### config.mk
export PLATFORM = sky130hd
export DESIGN_NAME = pwm_carrier_controller
export DESIGN_NICKNAME = d
export VERILOG_FILES = /design/src/rtl/pwm_carrier_controller.sv
export SDC_FILE = /design/constraint.sdc
export NUM_CORES = 1
export LEC_CHECK = 0
export CAP_MARGIN = 20
export CORE_ASPECT_RATIO = 1.25
export CORE_MARGIN = 2
export CORE_UTILIZATION = 58
export DETAILED_ROUTE_END_ITERATION = 16
export GPL_TIMING_DRIVEN = 0
export PLACE_DENSITY = 0.95
export SYNTH_ARGS = -nofsm -noshare
export SYNTH_HDL_FRONTEND = slang
export SYNTH_SLANG_ARGS = --single-unit
### constraint.sdc
create_clock -name clk -period 3.08 [get_ports clk]
set_input_delay 0.308 -clock clk [delete_from_list [all_inputs] [get_ports clk]]
set_output_delay 0.308 -clock clk [all_outputs]
set_load 0.03 [all_outputs]
### src/rtl/pwm_carrier_controller.sv
// Carrier-synchronous PWM controller: run/stop sequencing, prescaled carrier stepping,
// valley-aligned shadow reload of duty/dead-time, and complementary gate drive with dead time.
module pwm_carrier_controller #(
    parameter int WIDTH_TRIANG = 7,
    parameter int PRESC_W      = 8,
    parameter int DT_W         = 4
) (
    input  logic                    clk,
    input  logic                    rst,
    input  logic                    en_req,
    output logic                    en_ack,
    input  logic [PRESC_W-1:0]      presc,
    input  logic                    cfg_valid,
    output logic                    cfg_ready,
    input  logic [WIDTH_TRIANG-1:0] cfg_duty,
    input  logic [DT_W-1:0]         cfg_dt,
    input  logic [WIDTH_TRIANG-1:0] carrier,
    output logic                    carrier_step,
    output logic                    pwm_hi,
    output logic                    pwm_lo,
    output logic                    valley
);

    typedef enum logic [1:0] {IDLE, ARM, RUN, DRAIN} state_t;

    localparam logic [WIDTH_TRIANG-1:0] DUTY_FULL = '1;
    localparam logic [DT_W-1:0]         DT_ONE    = DT_W'(1);
    localparam logic [PRESC_W-1:0]      PRESC_ONE = PRESC_W'(1);

    state_t                  state;
    state_t                  state_nxt;
    logic [PRESC_W-1:0]      presc_cnt;
    logic [WIDTH_TRIANG-1:0] duty_act;
    logic [WIDTH_TRIANG-1:0] duty_sh;
    logic [DT_W-1:0]         dt_act;
    logic [DT_W-1:0]         dt_sh;
    logic [DT_W-1:0]         dt_cnt;
    logic                    pending;
    logic                    raw;
    logic                    raw_q;
    logic                    raw_edge;
    logic                    at_zero;
    logic                    valley_evt;
    logic                    handshake;
    logic                    blocked;
    logic                    hi_nxt;
    logic                    lo_nxt;

    // >= rather than == keeps the step rate bounded if presc is lowered mid-count
    always_comb begin
        carrier_step = (state != IDLE) && (presc_cnt >= presc);
        at_zero      = (carrier == '0);
        valley_evt   = carrier_step && at_zero && ((state == ARM) || (state == RUN));
        cfg_ready    = !pending;
        handshake    = cfg_valid && !pending;
        en_ack       = (state == RUN) || (state == DRAIN);
    end

    always_comb begin
        state_nxt = state;
        case (state)
            IDLE:    if (en_req) state_nxt = ARM;
            ARM:     if (!en_req) state_nxt = IDLE;
                     else if (valley_evt) state_nxt = RUN;
            RUN:     if (!en_req) state_nxt = DRAIN;
            DRAIN:   if (en_req) state_nxt = RUN;
                     else if (carrier_step && at_zero) state_nxt = IDLE;
            default: state_nxt = IDLE;
        endcase
    end

    always_ff @(posedge clk or negedge rst) begin
        if (!rst) begin
            state     <= IDLE;
            presc_cnt <= '0;
        end else begin
            state <= state_nxt;
            if (state == IDLE || carrier_step) begin
                presc_cnt <= '0;
            end else begin
                presc_cnt <= presc_cnt + PRESC_ONE;
            end
        end
    end

    // While stopped a new setting goes straight to the active registers; otherwise it waits for a valley
    always_ff @(posedge clk or negedge rst) begin
        if (!rst) begin
            duty_act <= '0;
            dt_act   <= '0;
            duty_sh  <= '0;
            dt_sh    <= '0;
            pending  <= 1'b0;
            valley   <= 1'b0;
        end else begin
            valley <= valley_evt;
            if (handshake) begin
                if (state == IDLE) begin
                    duty_act <= cfg_duty;
                    dt_act   <= cfg_dt;
                end else begin
                    duty_sh <= cfg_duty;
                    dt_sh   <= cfg_dt;
                    pending <= 1'b1;
                end
            end else if (valley_evt && pending) begin
                duty_act <= duty_sh;
                dt_act   <= dt_sh;
                pending  <= 1'b0;
            end
        end
    end

    // Full-scale duty saturates so the output never drops at the carrier peak
    always_comb begin
        raw      = (duty_act == DUTY_FULL) ? 1'b1 : (carrier < duty_act);
        raw_edge = raw ^ raw_q;
        blocked  = raw_edge ? (dt_act != '0) : (dt_cnt > DT_ONE);
        hi_nxt   = !blocked && raw && (state_nxt == RUN);
        lo_nxt   = !blocked && !raw && ((state_nxt == RUN) || (state_nxt == DRAIN));
    end

    always_ff @(posedge clk or negedge rst) begin
        if (!rst) begin
            raw_q  <= 1'b0;
            dt_cnt <= '0;
            pwm_hi <= 1'b0;
            pwm_lo <= 1'b0;
        end else begin
            raw_q  <= raw;
            pwm_hi <= hi_nxt;
            pwm_lo <= lo_nxt;
            if (raw_edge) begin
                dt_cnt <= dt_act;
            end else if (dt_cnt != '0) begin
                dt_cnt <= dt_cnt - DT_ONE;
            end
        end
    end

endmodule

[Yosys cells after proc, flatten, opt, wreduce, memory -nomap -nowiden]
Cells that the tools add are included.
Word-level totals
  bits in registers: 41
  input bits: 30
  output and inout port bits: 6
  logic and storage cells: 74
Operators by class
  add/sub/neg operators: 2
  $lt $le $gt $ge: 3
  equality and inequality tests: 8
  muxes and demuxes: 21
  bitwise operators: 2
  reduce and logical (&&, ||, !) cells: 26
Operators with widths (number)
  $mux W7: 3
  $mux W4: 5
  $mux W2: 6
  $logic_and A1 B1 Y1: 9
  $add A8 B1 Y8 const B: 1
  $eq A2 B2 Y1 const B: 4
  $ge A8 B8 Y1: 1
  $mux W8: 1
  $pmux W2 S4: 1
  $reduce_bool A4 Y1: 2
  $eq A7 B7 Y1 const B: 1
  $logic_not A7 Y1: 1
  $lt A7 B7 Y1: 1
  $reduce_and A2 Y1: 3
  $reduce_bool A2 Y1: 3
  $mux W1: 5
  $gt A4 B1 Y1 const B: 1
  $logic_or A1 B1 Y1: 4
  $sub A4 B1 Y4 const B: 1
  $logic_not A1 Y1: 3
  $eq A2 B1 Y1 const B: 1
  $logic_not A2 Y1: 1
  $ne A2 B1 Y1 const B: 1
  $ne A2 B2 Y1 const B: 1
  other kinds (2): 2

[Logic depth before layout (Yosys ltp)]
  depth after elaboration: 10
  mapped depth: 10
  depth with buffers taken out: 8

[Worst setup path before layout]
No wires, ideal clock.
  path kind: reg-to-reg
  start point: register duty_act[4]
  end point: register dt_cnt[0]
  setup time: 0.128 ns
  arrival time: 1.929 ns
  data required time: 2.952 ns
  path slack: 1.023 ns
  cell stages (with the launch flop): 9
  path buffers: 0
  clock period less this slack: 2.057 ns
  cells stage by stage: dfrtp_1 > inv_1 > ha_1 > a21o_1 > a211o_1 > a41oi_2 > nor3_4 > xnor2_2 > mux2_1
Between the ends
  word-level cells in the longest chain between the ends: 4
  elaborated cells on any way between the ends: 6
  those cells by class: 1 x order compare; 1 x eq/ne; 2 x mux; 1 x bitwise; 1 x reduce/logical
Ends and longest elaborated chain
  from (decl): line 33  | logic [WIDTH_TRIANG-1:0] duty_act;
  from (signal assigned): line 99  | duty_act <= cfg_duty;
  from (signal assigned): line 107  | duty_act <= duty_sh;
  $lt A7 B7 Y1 or $eq A7 B7 Y1 (tied branches): line 116  | raw = (duty_act == DUTY_FULL) ? 1'b1 : (carrier < duty_act);
  $mux W1 (*): line 116
  $xor A1 B1 Y1 (*): line 117  | raw_edge = raw ^ raw_q;
  $mux W4 or $reduce_bool A2 Y1 (tied branches)
  to (signal assigned): line 134  | dt_cnt <= dt_act;
  to (signal assigned): line 136  | dt_cnt <= dt_cnt - DT_ONE;
  to (decl): line 37  | logic [DT_W-1:0] dt_cnt;
Mark *: on every way between the ends. The rest lies on a longest branch, timed or not.
A chain may end at the register's enable or synchronous reset.

[Final worst setup path]
  start point: input presc[5]
  end point: output carrier_step
Between the ends
  word-level cells in the longest chain between the ends: 2
Ends and longest elaborated chain
  from (decl): line 12  | input logic [PRESC_W-1:0] presc,
  $ge A8 B8 Y1: line 51  | carrier_step = (state != IDLE) && (presc_cnt >= presc);
  $logic_and A1 B1 Y1: line 51
  to (decl): line 18  | output logic carrier_step,
No other way between the ends.

==> qor.csv <==
metric,value,unit
first-pass GRT wire length,8252,um
Routed Antenna Nets,0,
Finished Cell Area,2955,um^2
Post-Synth XOR/XNOR Area,3.924,%
Post-Syn Nets,286,
CP startpoint,presc[5],
clk sinks,41,
# rows,26,
status,"complete, no violations",
Final min period,2908,ps
vias in the first global route,1923,
GPL Wtd Cong,0.8742,
number of synthesized flops with an enable pin,0,
share of layout cells above drive strength 1,9.747,%
GRT Total Usage,23.28,%
predominant post-synthesis flop cell,dfrtp_1,
drt wl/cell,14.55,um
adder-cell share of the synthesized area,11.36,%
dpl hpwl,3697,um
initial antenna violation count,0,
Gate Count Post-Synth,234,
via count,1867,
worst slew pin tran,899.9,ps
Synth Area in Simple Gates,15.90,%
I/O pins,36,
"Setup Fix Bufs, Post-CTS",0,
IO Port Bufs,35,
# setup viols final,0,
startpoint types,input pin,
ANT cells,0,
synth unique cells,49,
Rel. slew slack,40.01,%
PD cells,614.9,nW/um^2
fmax,343.8,MHz
unrepaired setup endpoints after global routing,false,
fin crit share,94.43,%
placed insts,325,
post-synthesis mux area share,6.970,%
largest net degree at the start of global routing,42,
initial core utilization,59.60,%
clk_lat worst skew,290,ps
total detailed-routing wirelength,4845,um
clock-pin slew on the worst setup and hold paths,70,ps
max-slew violation count,0,
Max Cap Viol,0,
r2r endpoint,pwm_hi,
critical path type,input pin to primary output,
endpoints failing hold,0,
Layout Skew,3.690,ps
total CTS buffers,5,
Root Driver,clkbuf_8,
Die Wd,61.82,um
Synth Area in Compound Gates,14.51,%
WP data required,2770,ps
CTS tree,built,
"setup slack, reg-to-reg",750,ps
Post-Layout Cell Count,333,
mapped cell area,2424,um^2
LEAKAGE,1.414,nW
Setup TNS,0,ps
Crit. End Element,primary output,
HP Class,input pin to asynchronous set/reset pin,
register bit total from synthesis,41,
NumNets Final,328,
die area,4715,um^2
GRT overflow,0,
CP arrival,2600,ps
maximum vdd drop,0.3844,mV
area grow syn2layout,21.94,%
vias per cell,5.607,
post-CTS resize count,0,
H-tree levels,2,
TritonRoute pass-1 iters,4,
CORE AREA,4066,um^2
1st-iter DRT viols,90,
reg2reg path depth,9,
syn avg cell area,10.36,um^2
FF-to-FF Start,state[0],
# DRC,0,
"Cell Area, Placed",2839,um^2
post-synthesis sequential area ratio,42.33,%
worst hold slack,142.3,ps
die height,76.27,um
CTS Buffer Depth,2,
Async SR Flop Fraction,100.0,%
largest family of logic cells by synthesized area,simple AND/OR/NAND/NOR gates,
CP Capture Point,carrier_step,
Ys Warns,0,
CP Max Fanout,4,
CTS Hold Bufs,0,
sequential cells by signal, indices dropped and copies added, names as in the netlist:
register and count:
pending 1, raw_q 1, pwm_hi 1, duty_sh 7, dt_sh 4, presc_cnt 8, duty_act 7, dt_cnt 4
state 2, dt_act 4, pwm_lo 1, valley 1
cell usage after synthesis, types with 2 or more instances:
| cell type | count | area share, % |
|---|---|---|
| dfrtp_1 | 41 | 42 |
| nor2_1 | 27 | 4.2 |
| ha_1 | 22 | 11 |
| inv_1 | 22 | 3.4 |
| a21oi_1 | 16 | 3.3 |
| mux2_1 | 13 | 6.0 |
| o22ai_1 | 12 | 3.1 |
| nand3_1 | 7 | 1.4 |
| nand2_1 | 6 | 0.93 |
| and3_1 | 5 | 1.3 |
| xor2_1 | 5 | 1.8 |
| nor3_1 | 4 | 0.83 |
| o21ai_1 | 4 | 0.83 |
| xnor2_1 | 4 | 1.4 |
| a21o_1 | 3 | 0.93 |
| o21a_1 | 3 | 0.93 |
| a211o_1 | 2 | 0.72 |
| clkbuf_1 | 2 | 0.31 |
| mux2_2 | 2 | 0.93 |
| nor3_4 | 2 | 1.3 |
| nor4_4 | 2 | 1.8 |
| o211ai_1 | 2 | 0.62 |
| o21ai_0 | 2 | 0.41 |
through the flow:
step	power (W)	setup WS (ps)	utilization (%)
after detailed placement	0.001380	156.1	69.82
after floorplan	0.001179	1023	-
after CTS	0.001828	141.1	72.68
after global placement	0.001342	246.6	69.94
final	0.001817	171.7	72.68
after global routing	0.001933	38.17	72.68
cells by family after synthesis:
kind of cell,count (synthesis)
xor gates and xnor gates,10
AOI/OAI and AO/OA,51
and+or+nand+nor,66
adders and majority gates,22
muxes,15
DFF,41
buffers and inverters,29
cell usage in the layout (no fill, tap or decap), types with 7 or more instances in the layout:
cell and instances:
o22ai_1 12, a21oi_1 16, nand3_1 7, nor2_1 27, inv_1 22, clkdlybuf4s50_1 34, dfrtp_1 41, ha_1 22
mux2_1 13
cell type report:
cell class,count,area [um^2]
Clock buffer,7,86.33
Fill cell,291,1111
Tap cell,56,70.07
Buffer,6,35.03
Multi-Input combinational cell,164,1276
Inverter,23,86.33
Sequential cell,41,1026
Clock inverter,1,30.03
Timing Repair Buffer,35,345.3
metal layers:
layer | track usage, % | part of all wire (%) | vias up
met2 | 41.37 | 54 | 46
met4 | 8.298 | 2.1 | 0
li1 | - | - | 911
met5 | 0 | 0 | -
met3 | 4.924 | 3.7 | 12
met1 | 26.12 | 40 | 898
critical path, stage by stage:
cell             delay, ps
clkdlybuf4s50_1        460
inv_1                   40
ha_1                   300
a211o_1                300
a21oi_1                280
o21a_1                 250
nor2_1                  60
clkdlybuf4s50_1        600
how the worst min path moves through the flow:
stage | startpoint | endpoint | slack, ps | cells past startpoint
after floorplan | rst | dt_act[0] | 10 | 0
after global placement | duty_sh[2] | duty_sh[2] | 470 | 1
after detailed placement | rst | dt_sh[1] | 470 | 1
after CTS | rst | dt_sh[1] | 150 | 1
after global routing | rst | dt_act[0] | 210 | 1
final | rst | dt_sh[0] | 140 | 1
power by group:
part           internal [W]  leakage [nW]  switching (W)
registers          0.000610         0.555      0.0000753
clock network      0.000264        0.0585       0.000173
logic              0.000323         0.801       0.000372
total               0.00120          1.41       0.000620
Note: power is estimated with default switching activity, not from simulation.
